`config.mk`:
```
export PLATFORM = sky130hd
export DESIGN_NAME = usb_packet_tx
export DESIGN_NICKNAME = d
export VERILOG_FILES = /design/src/rtl/usb_packet_tx.sv
export SDC_FILE = /design/constraint.sdc
export NUM_CORES = 1
export LEC_CHECK = 0
export ABC_AREA = 1
export BUFFER_PORTS_ARGS = -buffer_cell sky130_fd_sc_hd__buf_2
export CORE_AREA = 2 2 71 73
export DETAILED_ROUTE_END_ITERATION = 10
export DIE_AREA = 0 0 73 75
export PLACE_DENSITY_LB_ADDON = 0.3
export SKIP_CTS_REPAIR_TIMING = 1
export SYNTH_ARGS = -nofsm -noshare
export SYNTH_HDL_FRONTEND = slang
export SYNTH_SLANG_ARGS = --single-unit
```
`constraint.sdc`:
```
create_clock -name clk -period 2.9 [get_ports clk]
set_input_delay 0.58 -clock clk [delete_from_list [all_inputs] [get_ports clk]]
set_output_delay 0.58 -clock clk [all_outputs]
set_load 0.02 [all_outputs]
```
`src/rtl/usb_packet_tx.sv`:
```
// USB LS/FS packet transmitter: SYNC, PID, payload (+CRC16 when USB_TX_CRC16_EN), NRZI, bit stuffing, EOP.
// Latency: first SYNC bit drives the line the cycle after start is accepted; each line state lasts DIV clocks.
// Backpressure: one byte sampled per bit-strobe at byte boundaries; data_valid low there pulses underrun and ends the payload.
module usb_packet_tx #(
    parameter int LS_DIV = 33,
    parameter int FS_DIV = 4
) (
    input  logic       clk,
    input  logic       rst,
    input  logic       is_fs,
    input  logic       start,
    input  logic [3:0] pid,
    input  logic       has_data,
    input  logic [7:0] data,
    input  logic       data_valid,
    input  logic       data_last,
    output logic       data_ready,
    output logic       dp_out,
    output logic       dm_out,
    output logic       oe,
    output logic       busy,
    output logic       done,
    output logic       underrun
);

    typedef enum logic [2:0] {
        S_IDLE,
        S_SYNC,
        S_PID,
        S_DATA,
`ifdef USB_TX_CRC16_EN
        S_CRC,
`endif
        S_EOP_SE0,
        S_EOP_J
    } state_t;

    state_t      state_q, state_n;
    logic        fs_q, fs_n;
    logic [3:0]  pid_q, pid_n;
    logic        has_q, has_n;
    logic        last_q, last_n;
    logic [5:0]  cnt_q, cnt_n;
    logic [3:0]  idx_q, idx_n;
    logic [15:0] shreg_q, shreg_n;
    logic [2:0]  ones_q, ones_n;
    logic        lvl_q, lvl_n;     // 1 = J, 0 = K
    logic        done_n, rdy_n, und_n;
    logic [5:0]  div_m1;
    logic        strobe, serial, need_byte, spd;
    logic        send, nb, tail, go_eop;
    logic [3:0]  end_idx;

`ifdef USB_TX_CRC16_EN
    logic [15:0] crc_q, crc_n;

    // Reflected form of poly 0x8005, matching LSB-first bit order on the wire.
    function automatic logic [15:0] crc16_byte(input logic [15:0] c, input logic [7:0] d);
        logic [15:0] r;
        r = c;
        for (int i = 0; i < 8; i++) begin
            if (r[0] ^ d[i]) r = (r >> 1) ^ 16'hA001;
            else             r = r >> 1;
        end
        return r;
    endfunction
`endif

    assign div_m1    = fs_q ? 6'(FS_DIV - 1) : 6'(LS_DIV - 1);
    assign strobe    = (cnt_q == div_m1);
    assign busy      = (state_q != S_IDLE);
    assign oe        = busy;
    assign spd       = busy ? fs_q : is_fs;
    assign need_byte = (state_q == S_PID && has_q) || (state_q == S_DATA && !last_q);
`ifdef USB_TX_CRC16_EN
    assign serial    = state_q inside {S_SYNC, S_PID, S_DATA, S_CRC};
    assign end_idx   = (state_q == S_CRC) ? 4'd15 : 4'd7;
`else
    assign serial    = state_q inside {S_SYNC, S_PID, S_DATA};
    assign end_idx   = 4'd7;
`endif

    always_comb begin
        state_n = state_q;
        fs_n    = fs_q;
        pid_n   = pid_q;
        has_n   = has_q;
        last_n  = last_q;
        cnt_n   = cnt_q;
        idx_n   = idx_q;
        shreg_n = shreg_q;
        ones_n  = ones_q;
        lvl_n   = lvl_q;
`ifdef USB_TX_CRC16_EN
        crc_n   = crc_q;
`endif
        done_n  = 1'b0;
        rdy_n   = 1'b0;
        und_n   = 1'b0;
        send    = 1'b0;
        nb      = 1'b0;
        tail    = 1'b0;
        go_eop  = 1'b0;

        if (state_q == S_IDLE) begin
            if (start) begin
                state_n = S_SYNC;
                fs_n    = is_fs;
                pid_n   = pid;
                has_n   = has_data;
                last_n  = 1'b0;
                cnt_n   = '0;
                idx_n   = '0;
                shreg_n = 16'h0080;
                ones_n  = '0;
                lvl_n   = 1'b0;    // first raw 0 toggles idle J to K
`ifdef USB_TX_CRC16_EN
                crc_n   = 16'hFFFF;
`endif
            end
        end else begin
            cnt_n = strobe ? '0 : cnt_q + 6'd1;
            if (strobe) begin
                if (serial && ones_q == 3'd6) begin
                    send = 1'b1;   // stuffed 0, bit position does not advance
                end else if (serial && idx_q != end_idx) begin
                    shreg_n = shreg_q >> 1;
                    idx_n   = idx_q + 4'd1;
                    send    = 1'b1;
                    nb      = shreg_q[1];
                end else if (state_q == S_SYNC) begin
                    state_n = S_PID;
                    shreg_n = {8'h00, ~pid_q, pid_q};
                    idx_n   = '0;
                    send    = 1'b1;
                    nb      = pid_q[0];
                end else if (need_byte) begin
                    if (data_valid) begin
                        state_n = S_DATA;
                        shreg_n = {8'h00, data};
                        idx_n   = '0;
                        last_n  = data_last;
                        rdy_n   = 1'b1;
                        send    = 1'b1;
                        nb      = data[0];
`ifdef USB_TX_CRC16_EN
                        crc_n   = crc16_byte(crc_q, data);
`endif
                    end else begin
                        und_n = 1'b1;
                        tail  = 1'b1;
                    end
                end else if (state_q == S_PID || state_q == S_DATA) begin
                    tail = 1'b1;
                end else if (state_q == S_EOP_SE0) begin
                    if (idx_q == 4'd1) begin
                        state_n = S_EOP_J;
                        idx_n   = '0;
                    end else begin
                        idx_n = idx_q + 4'd1;
                    end
                end else if (state_q == S_EOP_J) begin
                    state_n = S_IDLE;
                    done_n  = 1'b1;
                end else begin
                    go_eop = 1'b1;
                end
            end
        end

        if (tail) begin
`ifdef USB_TX_CRC16_EN
            if (has_q) begin
                state_n = S_CRC;
                shreg_n = ~crc_q;
                idx_n   = '0;
                send    = 1'b1;
                nb      = ~crc_q[0];
            end else begin
                go_eop = 1'b1;
            end
`else
            go_eop = 1'b1;
`endif
        end

        if (go_eop) begin
            state_n = S_EOP_SE0;
            idx_n   = '0;
        end

        if (send) begin
            ones_n = nb ? ones_q + 3'd1 : 3'd0;
            lvl_n  = nb ? lvl_q : ~lvl_q;
        end
    end

    always_ff @(posedge clk) begin
        if (rst) begin
            state_q    <= S_IDLE;
            fs_q       <= 1'b0;
            pid_q      <= '0;
            has_q      <= 1'b0;
            last_q     <= 1'b0;
            cnt_q      <= '0;
            idx_q      <= '0;
            shreg_q    <= '0;
            ones_q     <= '0;
            lvl_q      <= 1'b1;
`ifdef USB_TX_CRC16_EN
            crc_q      <= 16'hFFFF;
`endif
            done       <= 1'b0;
            data_ready <= 1'b0;
            underrun   <= 1'b0;
        end else begin
            state_q    <= state_n;
            fs_q       <= fs_n;
            pid_q      <= pid_n;
            has_q      <= has_n;
            last_q     <= last_n;
            cnt_q      <= cnt_n;
            idx_q      <= idx_n;
            shreg_q    <= shreg_n;
            ones_q     <= ones_n;
            lvl_q      <= lvl_n;
`ifdef USB_TX_CRC16_EN
            crc_q      <= crc_n;
`endif
            done       <= done_n;
            data_ready <= rdy_n;
            underrun   <= und_n;
        end
    end

    always_comb begin
        dp_out = spd;
        dm_out = ~spd;
        if (state_q == S_EOP_SE0) begin
            dp_out = 1'b0;
            dm_out = 1'b0;
        end else if (serial) begin
            dp_out = ~(lvl_q ^ spd);
            dm_out = lvl_q ^ spd;
        end
    end

endmodule

```
After elaboration in Yosys (flattened, before gate mapping)
Cells that the tools add are included.
{"block": "classes", "muxes": 89, "bitwise_logic": 7, "n_reduce_logical": 33, "addsub": 3, "n_eq_ne": 25}
{"operator": "two-way mux 16 bit", "count": 8}
{"operator": "two-way mux 3 bit", "count": 17}
{"operator": "two-way mux 1 bit", "count": 49}
{"operator": "two-way mux 4 bit", "count": 11}
{"operator": "two-way mux 6 bit", "count": 4}
{"operator": "AND reduction 8 bit", "count": 2}
{"operator": "inequality test 5 bit, second input constant", "count": 3}
{"operator": "inequality test 5 x 2 -> 1 bit, second input constant", "count": 2}
{"operator": "nonzero test 2 bit", "count": 5}
{"operator": "nonzero test 5 bit", "count": 2}
{"operator": "== test 3 bit, second input constant", "count": 3}
{"operator": "inequality test 3 bit, second input constant", "count": 3}
{"operator": "nonzero test 3 bit", "count": 3}
{"operator": "OR reduction 9 bit", "count": 1}
{"operator": "inequality test 2 bit, second input constant", "count": 4}
{"operator": "nonzero test 4 bit", "count": 2}
{"operator": "AND reduction 7 bit", "count": 1}
{"operator": "OR reduction 7 bit", "count": 1}
{"operator": "adder 6 x 1 -> 6 bit, second input constant", "count": 1}
{"operator": "== test 3 x 2 -> 1 bit, second input constant", "count": 2}
{"operator": "== test 6 bit", "count": 1}
{"operator": "inequality test 6 bit, second input constant", "count": 1}
{"operator": "AND reduction 6 bit", "count": 1}
{"operator": "nonzero test 6 bit", "count": 1}
{"operator": "other kinds (20)", "count": 29}
{"block": "totals", "inputBits": 19, "regBits": 43, "out_inout_bits": 7, "elab_cells": 171}

Depth between registers and ports, before layout
{"block": "logic_depth", "word_depth": 13, "depth_mapped": 12, "mapped_depth_nobuf": 12}

Worst setup path after synthesis
No wires, ideal clock.
{"block": "synth_path", "path_type": "register to output", "from": "register state_q[2]", "to": "output dp_out", "path_buffers": 1, "setup_slack_ns": 0.859, "t_arrival_ns": 1.461, "required_time_ns": 2.320, "path_stages_with_launch": 10, "cell_sequence": "dfxtp_1 inv_4 nand2_4 buf_6 nand2_1 o21ai_1 nand2_1 nand2_1 o21ai_1 nor2_1"}
{"block": "synth_via", "elab_chain_len": 6, "word_cells_on_any_way": 11, "cone_classes": "eq/ne: 4; mux: 3; bitwise: 2; reduce/logical: 2"}
{"item": "start, declared", "line": "38", "text": "state_t state_q, state_n;"}
{"item": "start signal, assigned", "line": "217", "text": "state_q <= state_n;"}
{"item": "nonzero test 3 bit (*)", "line": "71", "text": "assign busy = (state_q != S_IDLE);"}
{"item": "via busy", "line": "21", "text": "output logic busy,"}
{"item": "two-way mux 1 bit (*)", "line": "73", "text": "assign spd = busy ? fs_q : is_fs;"}
{"item": "XOR 1 bit", "line": "243", "text": "dp_out = ~(lvl_q ^ spd);"}
{"item": "NOT 1 bit", "line": "243"}
{"item": "two-way mux 1 bit (*)", "line": "242", "text": "end else if (serial) begin"}
{"item": "two-way mux 1 bit (*)", "line": "239", "text": "if (state_q == S_EOP_SE0) begin"}
{"item": "end, declared", "line": "18", "text": "output logic dp_out,"}
Mark *: on every way through the listed nets, which the timed path passes. The rest lies on a longest branch.

Worst setup path after layout
{"block": "layout_path", "from": "register state_q[2]", "to": "output dm_out"}
{"block": "layout_via", "elab_chain_len": 5, "word_cells_on_any_way": 11, "cone_classes": "eq/ne: 4; mux: 3; bitwise: 2; reduce/logical: 2"}
{"item": "nonzero test 3 bit", "line": "71"}
{"item": "two-way mux 1 bit", "line": "73"}
{"item": "XOR 1 bit or NOT 1 bit (tied branches)", "line": "244, 238"}
{"item": "two-way mux 1 bit", "line": "242"}
{"item": "two-way mux 1 bit (*)", "line": "239"}
{"item": "end, declared", "line": "19", "text": "output logic dm_out,"}
Every way passes the cells marked *; elsewhere a longest branch is shown, timed or not.

==> key figures <==
Synthesis
  – Largest area contributor in the netlist: dfxtp_1
  – Net Count, Synth: 372
  – Yosys cell types: 33
  – Number of synthesized flops with an enable pin: 0
  – Post-synth ARST share: 0
  – Post-synth top cells: nand2_1, nor2_1, dfxtp_1, inv_1, nand3_1
  – Post-Syn Instances: 345
  – Synth Flop Type: dfxtp_1
  – Synth top area share: 0.300
  – Seq/Total Area, Yosys: 0.300
  – Area contributors post-synth: dfxtp_1, nand2_1, nor2_1, nand3_1, ha_1
  – Yosys reg bits: 34
  – Count leader, synth: nand2_1
  – Synthesized area: 2270 um2
  – Yosys Warn Count: 0
  – Average size of a mapped cell: 6.58 um2

Clocking
  – CTS Buffer Depth: 2
  – CTS buffer count: 5
  – H-tree depth: 2
  – CTS sink cnt: 34
  – Clk_lat worst skew: 0.29 ns
  – Clock root buffer: clkbuf_8
  – CTS tree: yes
  – Worst-path clk slew: 0.07 ns

Power
  – Overall power: 3.08 mW
  – Power share of the sequential group: 0.225
  – Sw Pwr: 1.66 mW
  – Internal: 1.42 mW
  – Switch share: 0.539
  – Max VDD drop: about 0.49 mV
  – Lkg Pwr: between 1 and 1.5 nW
  – Gate power share: 0.655
  – Power per Cell Area: 1230 nW/um2
  – Clk pwr share: 0.120

Die
  – Die span in y: 75 um
  – # rows: 25
  – Core area: 4660 um2
  – Die area: 5480 um2
  – Die Wd: about 73 um
  – Initial core utilization: 0.487
  – IO Pins: 26

Setup path
  – Req. time, crit path: 2.32 ns
  – Flop-to-flop setup slack: 0.89 ns
  – Critical Path Fanout Max: 16
  – Worst-path cell chain: inv_4, nand2_4, nand2_1, o21ai_1, nor2_1, o21ai_1, o21a_1, buf_2
  – CP endpoint kind: output port
  – Crit Path Category: flip-flop to output port
  – Endpoint arrival time on the critical path: 1.90 ns
  – Startpoint types: flip-flop
  – Crit path largest cell delay: 0.52 ns
  – Max stage delay cell, worst path: dfxtp_1
  – Cell mode on critical path: o21ai_1

Global route
  – Initial antenna violation count: 0
  – Largest net degree at the start of global routing: 17
  – Vias in the first global route: 1956
  – Grt ovf: 0
  – First-pass GRT wire length: 8970 um
  – GRT Total Usage: 0.210

Cells and area
  – Finished Core Util: 0.535
  – Synthesis-to-finish area growth: 9.92%
  – # fillers: 467
  – Post-Layout Inst Area: 2490 um2
  – Share of cells above drive strength 1: 0.214
  – Antenna Cells: 0
  – Nets: 396

Detailed routing
  – # DRC: 0
  – Routed wire length: 5210 um
  – Top sig layer: met4
  – 1st-iter DRT viols: 168
  – DR WL met2: approximately 2400 um
  – Metal-1 WL: 2470 um
  – Drt wl/cell: roughly 12 um
  – Routed wl met3: 195 um
  – Detailed-route via count: around 2.2k
  – Vias per std cell: 5.23
  – Antenna Violating Nets Remaining: 0
  – DRT Pass-1 Iters: 4

STA
  – Final worst path period need: 2.48 ns
  – Max-slew headroom: 0.692
  – Final setup violating endpoints: 0
  – Final worst-path cycle share: 0.856
  – Clock skew: 0.00606 ns
  – RSZ-0062 raised after global routing: no
  – Min Hold Slack: 0.476 ns
  – Max Slew Vio Count: 0
  – Sum Neg Setup Slack: 0 ns
  – Final hold violation count: 0
  – Slew at the pin closest to its max-slew limit: 0.461 ns
  – Fmax: 403 MHz

Min path
  – Hold crit path type: flip-flop to flip-flop

Flow run
  – Max-cap violations: 0

Placement
  – Placed cell area: 2400 um2
  – RePlAce Congestion: about 0.84
  – Buffers added on ports: 25
  – HPWL after DPL: roughly 4000 um

Status
  – Outcome: finished clean
## cell usage in the layout, fill, tap and decap left out, types with 10 or more instances in the layout
| master | instances |
|---|---|
| nand2_2 | 12 |
| a21oi_1 | 18 |
| nand3_1 | 26 |
| nor2_1 | 39 |
| o21ai_1 | 10 |
| nand2_1 | 96 |
| dfxtp_1 | 34 |
| buf_2 | 25 |
| o21ai_0 | 13 |
| inv_1 | 26 |
## cells by family after synthesis
| logic type | after synthesis | share of synthesized area |
|---|---|---|
| adders and majority gates | 8 | 0.0441 |
| buffers and inverters | 42 | 0.0843 |
| and+or+nand+nor | 208 | 0.438 |
| DFF | 34 | 0.300 |
| xor gates and xnor gates | 2 | 0.00772 |
| AOI/OAI and AO/OA | 51 | 0.126 |
## state kept, by name, summed over array words and instances, names as in the netlist, 3 cells and up
name,count
shreg_q,7
ones_q,3
cnt_q,6
pid_q,4
idx_q,4
state_q,3
## path summary, 6_finish.rpt
check / depth (start not counted) / from / to
hold reg to reg: 2 / pid_q[0]$_SDFFE_PP0P_ / pid_q[0]$_SDFFE_PP0P_
setup / recovery: 8 / state_q[2]$_SDFFE_PP0P_ / dm_out
setup reg to reg: 10 / state_q[0]$_SDFFE_PP0P_ / shreg_q[3]$_SDFFE_PP0P_
hold / removal: 2 / pid_q[0]$_SDFFE_PP0P_ / pid_q[0]$_SDFFE_PP0P_
## worst max-delay path, delay by kind of cell, from the launching register on
kind / cells / cell delay (ns)
flops: 1 / 0.52
compound gates: 3 / 0.49
simple gates: 3 / 0.33
buf+inv: 2 / 0.26
## power by group through the flow
stage	clock [mW]	sequential [mW]	combinational, mW
floorplan	0	0.677	1.68
global placement	0	0.695	2.00
detailed placement	0	0.702	2.00
CTS	0.377	0.692	2.01
global route	0.396	0.713	2.27
finish	0.369	0.693	2.02
## stage by stage
step                      worst slack [ns]  std cells
final                                0.419        424
after CTS                            0.441        424
after global placement               0.792        416
after floorplan                      0.859        345
after detailed placement             0.771        416
after global routing                 0.245        424
## per-layer routing
layer,track usage,up-vias
li1,-,1166
met1,0.283,992
met2,0.327,48
met3,0.0415,10
met4,0.0905,0
met5,0,-
## area by class of cell
class | instances | area, um2 | area share
clock buffer | 7 | 86.3 | 0.0346
timing repair buffer | 25 | 125 | 0.0502
multi-input combinational | 269 | 1400 | 0.560
clock inverter | 1 | 5.00 | 0.00201
tap | 54 | 67.6 | 0.0271
sequential | 34 | 681 | 0.273
inverter | 34 | 133 | 0.0532
Power figures use the tool's default switching activity.
